==> config.mk <==
export PLATFORM = sky130hd
export DESIGN_NAME = load_store_unit_flat
export DESIGN_NICKNAME = d
export VERILOG_FILES = /design/src/rtl/lsu_pkg.sv /design/src/rtl/load_store_unit_if.sv /design/src/rtl/lsu_lane.sv /design/src/rtl/load_store_unit.sv /design/src/flat_wrapper.sv
export SDC_FILE = /design/constraint.sdc
export NUM_CORES = 1
export LEC_CHECK = 0
export ABC_AREA = 1
export CORE_MARGIN = 3
export CORE_UTILIZATION = 40
export DETAILED_ROUTE_END_ITERATION = 6
export PLACE_DENSITY = 0.88
export SLEW_MARGIN = 25
export SYNTH_ARGS = -nofsm -noshare
export SYNTH_HDL_FRONTEND = slang
export SYNTH_SLANG_ARGS = --single-unit
==> constraint.sdc <==
create_clock -name clk -period 2.4 [get_ports clk]
set_input_delay 0.6 -clock clk [delete_from_list [all_inputs] [get_ports clk]]
set_output_delay 0.6 -clock clk [all_outputs]
set_load 0.02 [all_outputs]
==> src/rtl/lsu_pkg.sv <==
// Shared definitions for the load/store unit: funct3 size encodings and FSM states.
package lsu_pkg;

  localparam logic [2:0] F3_B  = 3'b000;
  localparam logic [2:0] F3_H  = 3'b001;
  localparam logic [2:0] F3_W  = 3'b010;
  localparam logic [2:0] F3_BU = 3'b100;
  localparam logic [2:0] F3_HU = 3'b101;

  typedef enum logic {
    IDLE  = 1'b0,
    WRITE = 1'b1
  } lsu_state_t;

endpackage

==> src/rtl/load_store_unit_if.sv <==
// Core-request and data-memory signals of the load/store unit.
// master = environment (core + memory), slave = load_store_unit.
interface load_store_unit_if;

  logic        req_valid;
  logic        req_we;
  logic [2:0]  req_funct3;
  logic [31:0] req_addr;
  logic [31:0] req_wdata;
  logic [31:0] rdata;
  logic        stall;
  logic        misaligned;
  logic        illegal;
  logic        mem_re;
  logic        mem_we;
  logic [31:0] mem_addr;
  logic [31:0] mem_wdata;
  logic [31:0] mem_rdata;

  modport master (
    output req_valid, req_we, req_funct3, req_addr, req_wdata, mem_rdata,
    input  rdata, stall, misaligned, illegal, mem_re, mem_we, mem_addr, mem_wdata
  );

  modport slave (
    input  req_valid, req_we, req_funct3, req_addr, req_wdata, mem_rdata,
    output rdata, stall, misaligned, illegal, mem_re, mem_we, mem_addr, mem_wdata
  );

endinterface

==> src/rtl/lsu_lane.sv <==
// Combinational byte/halfword lane logic: load extract+extend and store merge.
module lsu_lane
  import lsu_pkg::*;
(
  input  logic [1:0]  addr_lo,
  input  logic [2:0]  funct3,
  input  logic [31:0] load_word,
  input  logic [31:0] store_old,
  input  logic [31:0] store_data,
  output logic [31:0] load_data,
  output logic [31:0] store_word
);

  logic [7:0]  byte_sel;
  logic [15:0] half_sel;

  always_comb begin
    case (addr_lo)
      2'd0:    byte_sel = load_word[7:0];
      2'd1:    byte_sel = load_word[15:8];
      2'd2:    byte_sel = load_word[23:16];
      default: byte_sel = load_word[31:24];
    endcase
    half_sel = addr_lo[1] ? load_word[31:16] : load_word[15:0];

    case (funct3)
      F3_B:    load_data = {{24{byte_sel[7]}}, byte_sel};
      F3_BU:   load_data = {24'h0, byte_sel};
      F3_H:    load_data = {{16{half_sel[15]}}, half_sel};
      F3_HU:   load_data = {16'h0, half_sel};
      default: load_data = load_word;
    endcase
  end

  always_comb begin
    store_word = store_old;
    case (funct3)
      F3_B: begin
        case (addr_lo)
          2'd0:    store_word[7:0]   = store_data[7:0];
          2'd1:    store_word[15:8]  = store_data[7:0];
          2'd2:    store_word[23:16] = store_data[7:0];
          default: store_word[31:24] = store_data[7:0];
        endcase
      end
      F3_H: begin
        if (addr_lo[1]) store_word[31:16] = store_data[15:0];
        else            store_word[15:0]  = store_data[15:0];
      end
      default: store_word = store_data;
    endcase
  end

endmodule

==> src/rtl/load_store_unit.sv <==
// Load/store unit: fault decode, memory strobe muxing and the sub-word
// read-modify-write FSM (IDLE reads and merges, WRITE commits the merged word).
module load_store_unit
  import lsu_pkg::*;
#(
  parameter int unsigned MEM_AW = 6
) (
  input  logic                clk,
  input  logic                reset,
  load_store_unit_if.slave    bus
);

  if (MEM_AW < 1 || MEM_AW > 30) begin : g_aw_check
    $error("load_store_unit: MEM_AW out of range");
  end

  lsu_state_t  state;
  logic [31:0] wr_word;
  logic [31:0] wr_addr;
  logic [31:0] aligned_addr;
  logic [31:0] lane_rdata;
  logic [31:0] merged_word;
  logic        fault_ill;
  logic        fault_mis;
  logic        rmw_start;

  assign aligned_addr = {bus.req_addr[31:2], 2'b00};

  lsu_lane u_lane (
    .addr_lo    (bus.req_addr[1:0]),
    .funct3     (bus.req_funct3),
    .load_word  (bus.mem_rdata),
    .store_old  (bus.mem_rdata),
    .store_data (bus.req_wdata),
    .load_data  (lane_rdata),
    .store_word (merged_word)
  );

  always_comb begin
    if (bus.req_we)
      fault_ill = bus.req_funct3[2] || (bus.req_funct3 == 3'b011);
    else
      fault_ill = (bus.req_funct3 == 3'b011) || (bus.req_funct3[2:1] == 2'b11);

    case (bus.req_funct3[1:0])
      2'b01:   fault_mis = bus.req_addr[0];
      2'b10:   fault_mis = |bus.req_addr[1:0];
      default: fault_mis = 1'b0;
    endcase
  end

  always_comb begin
    bus.stall      = 1'b0;
    bus.misaligned = 1'b0;
    bus.illegal    = 1'b0;
    bus.mem_re     = 1'b0;
    bus.mem_we     = 1'b0;
    bus.mem_addr   = '0;
    bus.mem_wdata  = '0;
    bus.rdata      = '0;
    rmw_start      = 1'b0;

    // Reset blanks every output; WRITE ignores the request entirely.
    if (!reset) begin
      if (state == WRITE) begin
        bus.mem_we    = 1'b1;
        bus.mem_addr  = wr_addr;
        bus.mem_wdata = wr_word;
      end else if (bus.req_valid) begin
        if (fault_ill) begin
          bus.illegal = 1'b1;
        end else if (fault_mis) begin
          bus.misaligned = 1'b1;
        end else if (!bus.req_we) begin
          bus.mem_re   = 1'b1;
          bus.mem_addr = aligned_addr;
          bus.rdata    = lane_rdata;
        end else if (bus.req_funct3 == F3_W) begin
          bus.mem_we    = 1'b1;
          bus.mem_addr  = aligned_addr;
          bus.mem_wdata = bus.req_wdata;
        end else begin
          bus.mem_re   = 1'b1;
          bus.mem_addr = aligned_addr;
          bus.stall    = 1'b1;
          rmw_start    = 1'b1;
        end
      end
    end
  end

  always_ff @(posedge clk) begin
    if (reset) begin
      state   <= IDLE;
      wr_word <= '0;
      wr_addr <= '0;
    end else begin
      case (state)
        IDLE: begin
          if (rmw_start) begin
            wr_word <= merged_word;
            wr_addr <= aligned_addr;
            state   <= WRITE;
          end
        end
        default: state <= IDLE;
      endcase
    end
  end

endmodule

==> src/flat_wrapper.sv <==
// flat-port wrapper written by rule: the top's interface ports become plain ports
module load_store_unit_flat import lsu_pkg::*;
#(
  parameter int unsigned MEM_AW = 6
)
  (clk, reset, bus_req_valid, bus_req_we, bus_req_funct3, bus_req_addr, bus_req_wdata, bus_mem_rdata, bus_rdata, bus_stall, bus_misaligned, bus_illegal, bus_mem_re, bus_mem_we, bus_mem_addr, bus_mem_wdata);
  load_store_unit_if bus_i ();
  input  logic clk;
  input  logic reset;
  input wire logic [$bits(bus_i.req_valid)-1:0] bus_req_valid;
  input wire logic [$bits(bus_i.req_we)-1:0] bus_req_we;
  input wire logic [$bits(bus_i.req_funct3)-1:0] bus_req_funct3;
  input wire logic [$bits(bus_i.req_addr)-1:0] bus_req_addr;
  input wire logic [$bits(bus_i.req_wdata)-1:0] bus_req_wdata;
  input wire logic [$bits(bus_i.mem_rdata)-1:0] bus_mem_rdata;
  output wire logic [$bits(bus_i.rdata)-1:0] bus_rdata;
  output wire logic [$bits(bus_i.stall)-1:0] bus_stall;
  output wire logic [$bits(bus_i.misaligned)-1:0] bus_misaligned;
  output wire logic [$bits(bus_i.illegal)-1:0] bus_illegal;
  output wire logic [$bits(bus_i.mem_re)-1:0] bus_mem_re;
  output wire logic [$bits(bus_i.mem_we)-1:0] bus_mem_we;
  output wire logic [$bits(bus_i.mem_addr)-1:0] bus_mem_addr;
  output wire logic [$bits(bus_i.mem_wdata)-1:0] bus_mem_wdata;
  assign bus_i.req_valid = bus_req_valid;
  assign bus_i.req_we = bus_req_we;
  assign bus_i.req_funct3 = bus_req_funct3;
  assign bus_i.req_addr = bus_req_addr;
  assign bus_i.req_wdata = bus_req_wdata;
  assign bus_i.mem_rdata = bus_mem_rdata;
  assign bus_rdata = bus_i.rdata;
  assign bus_stall = bus_i.stall;
  assign bus_misaligned = bus_i.misaligned;
  assign bus_illegal = bus_i.illegal;
  assign bus_mem_re = bus_i.mem_re;
  assign bus_mem_we = bus_i.mem_we;
  assign bus_mem_addr = bus_i.mem_addr;
  assign bus_mem_wdata = bus_i.mem_wdata;
  load_store_unit #(.MEM_AW(MEM_AW)) u_core (.clk(clk), .reset(reset), .bus(bus_i));
endmodule
==> results.py <==
metrics = {
    "routing": {
        "drc": 2,
        "wl_per_cell_um": 18.45,
        "via_count": 8046,
        "highest-signal-layer": "met4",
        "ant_nets": 0,
        "viasPerCell": 5.623,
        "drt-initial-drc-count": 1061,
        "drt-met1-wl_um": 9308,
        "wirelength_um": 26410,
        "drt-pass1-iter-count": 7,
        "wl_met3_um": 2945,
        "dr_wl_met2_um": 12560,
    },
    "cells_and_area": {
        "ff_latch_area_um2": 1261,
        "area.growth.synth_to_final_pct": 91.51,
        "layout_commonest_cell": "nand2_1",
        "layout.cells.most_common_list": "nand2_1 (259), buf_4 (149), nand3_1 (103)",
        "n_fill_cell": 749,
        "multi_input_area_um2": 3939,
        "num-nets-final": 1363,
        "drive_gt1_share_pct": 32.83,
    },
    "die": {
        "core-area_um2": 12160,
        "die_w_um": 118.4,
        "dieArea_um2": 14030,
        "start_util_pct": 41.57,
        "die_h_um": 118.4,
        "fp-row-count": 40,
        "ioPinCount": 204,
    },
    "setup_path": {
        "r2r_setup_slack_ps": 400,
        "crit_path_start_kind": "input pin",
        "crit_path_end": "bus_rdata[21]",
        "slowest_delay_ps": 260,
        "crit_fanout": 8,
        "worst-path-buf-inv": 5,
        "rr_endpoint": "u_core.wr_word[4]",
        "ff2ff_path_depth": 12,
        "cp_data_required_time_ps": 1800,
        "endpoint_kind": "output pin",
        "path_cells": "buf_8 > buf_6 > ha_4 > or2_4 > a21oi_4 > nand2_2 > nor2_4 > buf_12 > buf_12 > nand2_8 > nor2_4 > buf_6",
        "crit_cells": 12,
        "arrival_ps": 2260,
        "rr_startpoint": "u_core.state",
        "startpoint": "bus_req_funct3[1]",
        "critPathKind": "input pin to output pin",
        "critical-path-top-delay-family": "simple AND/OR/NAND/NOR gates",
        "cpMaxStageDelayCell": "or2_4",
    },
    "yosys": {
        "synth_area_um2": 5056,
        "syn_avg_cell_area_um2": 5.408,
        "synthCells": 935,
        "ys.warnings.count": 0,
        "seq_area_frac_synth_pct": 24.94,
        "yosysUniqueCellTypes": 28,
        "ys_ff_latch": 63,
    },
    "placement": {
        "finalWeightedCongestion": 0.9353,
        "post-dp-hpwl_um": 15760,
        "place_ws_ps": -1282,
        "numPortBuffers": 201,
    },
    "power": {
        "peakVddDrop_mv": 0.3628,
        "p_leak_nw": 4.566,
        "pwr_density_cell_nw_per_um2": 371.9,
    },
    "global_routing": {
        "grt_pass1_vias": 7621,
        "gr-total-overflow": 0,
        "track_usage_pct": 32.87,
        "grt_pass1_wl_um": 38010,
        "grt_antenna_before_repair": 1,
        "grt_max_degree": 82,
    },
    "clocking": {
        "cts.sinks": 63,
        "cts_buffer_depth": 2,
        "ctsHoldBuffers": 0,
        "cts_root_buffer": "clkbuf_16",
        "clkSlewWorstSetupHoldPaths_ps": 60,
        "clock_latency_ps": 320,
        "h-tree-depth": 3,
        "cts_inserted_buffers": 9,
        "cts_tree": "yes",
    },
    "timing": {
        "post-route-min-period_ps": 2855,
        "fin_crit_sh_pct": 119.0,
        "rsz0062_at_grt": "true",
        "hold_viol_final": 0,
        "setup_tns_ps": -32770,
        "max_freq_ghz": 0.3502,
        "setup_viol": 98,
        "setup_slack_ps": -455.2,
        "slew_headroom_pct": 63.22,
        "max_slew.worst_pin.slew_ps": 548.0,
        "report.final.slew_viol_count": 0,
        "skew_ps": 9.745,
    },
    "hold_path": {
        "min-delay-path-class": "register to register",
    },
    "job": {
        "cap_viol_max_count": 0,
    },
    "status": {
        "status": "finished with violations",
        "violations": "DRC, setup timing",
    },
}
metal layers:
layer  global-route usage [%]  vias up
li1                         -     3643
met1                    38.15     3668
met2                    56.48      585
met3                    8.182      150
met4                    15.79        0
met5                        0        -
logic make-up after synthesis:
family / synth area share, %
and+or+nand+nor: 44.64
AOI/OAI and AO/OA: 17.45
buffers and inverters: 11.90
DFF: 24.94
adders and majority gates: 0.9899
other: 0.07417
flip-flops by register name, summed over array words and instances, names as in the netlist:
register and cells:
u_core.state 1, u_core.wr_addr 30, u_core.wr_word 32
cell usage after synthesis:
library cell / instances / area [µm²]
nor2_4: 1 / 11.26
buf_1: 1 / 3.750
nand3_2: 1 / 10.01
conb_1: 1 / 3.750
a21oi_1: 24 / 120.1
nand2_1: 288 / 1081
nand2_2: 2 / 12.51
nand4_1: 3 / 18.77
nor2_2: 1 / 6.260
or2_1: 1 / 6.260
buf_4: 5 / 37.54
inv_2: 4 / 15.01
o22ai_1: 14 / 87.58
a21oi_4: 1 / 16.27
nand3b_1: 1 / 7.510
nor2_1: 152 / 570.6
o21a_1: 1 / 7.510
inv_1: 85 / 319.1
ha_1: 4 / 50.05
nor3b_1: 1 / 7.510
clkbuf_1: 40 / 150.1
o21ai_1: 2 / 10.01
clkinv_1: 3 / 11.26
buf_2: 13 / 65.06
dfxtp_1: 63 / 1261
nand3_1: 105 / 525.5
o211ai_1: 20 / 150.1
o21ai_0: 98 / 490.5
where the power goes:
| part | leakage [nW] | internal (mW) | switching [mW] | total, mW |
|---|---|---|---|---|
| clock network | 0.139 | 0.731 | 0.516 | 1.25 |
| logic | 3.92 | 0.566 | 0.690 | 1.26 |
| registers | 0.511 | 1.09 | 0.0137 | 1.10 |
stage by stage:
stage	hold slack, ps	utilization (%)	std cells	total power, mW	cell area (µm²)
after floorplan	447.1	-	936	1.572	5279
after global placement	455.7	68.96	1388	2.119	8387
after detailed placement	460.8	68.96	1388	2.136	8387
after CTS	470.7	76.79	1420	3.466	9339
after global routing	495.4	79.60	1430	3.727	9681
final	469.1	79.62	1431	3.601	9683
how the worst min path moves through the flow:
stage / slack [ps] / endpoint / depth (start not counted) / startpoint
floorplan: 450 / u_core.wr_word[16] / 2 / u_core.wr_word[16]
global placement: 460 / u_core.wr_word[27] / 2 / u_core.wr_word[27]
detailed placement: 460 / u_core.wr_word[21] / 2 / u_core.wr_word[21]
CTS: 470 / u_core.wr_word[21] / 2 / u_core.wr_word[21]
global route: 500 / u_core.wr_word[26] / 2 / u_core.wr_word[26]
finish: 470 / u_core.wr_word[26] / 2 / u_core.wr_word[26]
area by class of cell:
class / count / area share, %
clock inverters: 6 / 0.4523
well taps: 168 / 2.171
clock buffers: 10 / 2.468
flip-flops and latches: 63 / 13.02
multi-input cells: 723 / 40.68
diodes: 2 / 0.05169
inverters: 92 / 3.696
repair buffers: 367 / 37.46
tightest hold or removal path, cell delays in order, from the launching register on:
cell	delay, ps
dfxtp_1	300
nand3_1	70
nand2_1	50
repair_timing:
| action | in CTS | in global routing |
|---|---|---|
| gates resized for setup | 700 | 83 |
| pin swaps | 27 | 25 |
| setup buffers | 10 | 10 |
| setup endpoints to repair | 161 | 149 |
| cloned | 6 | 5 |
(Power assumes the default switching activity.)
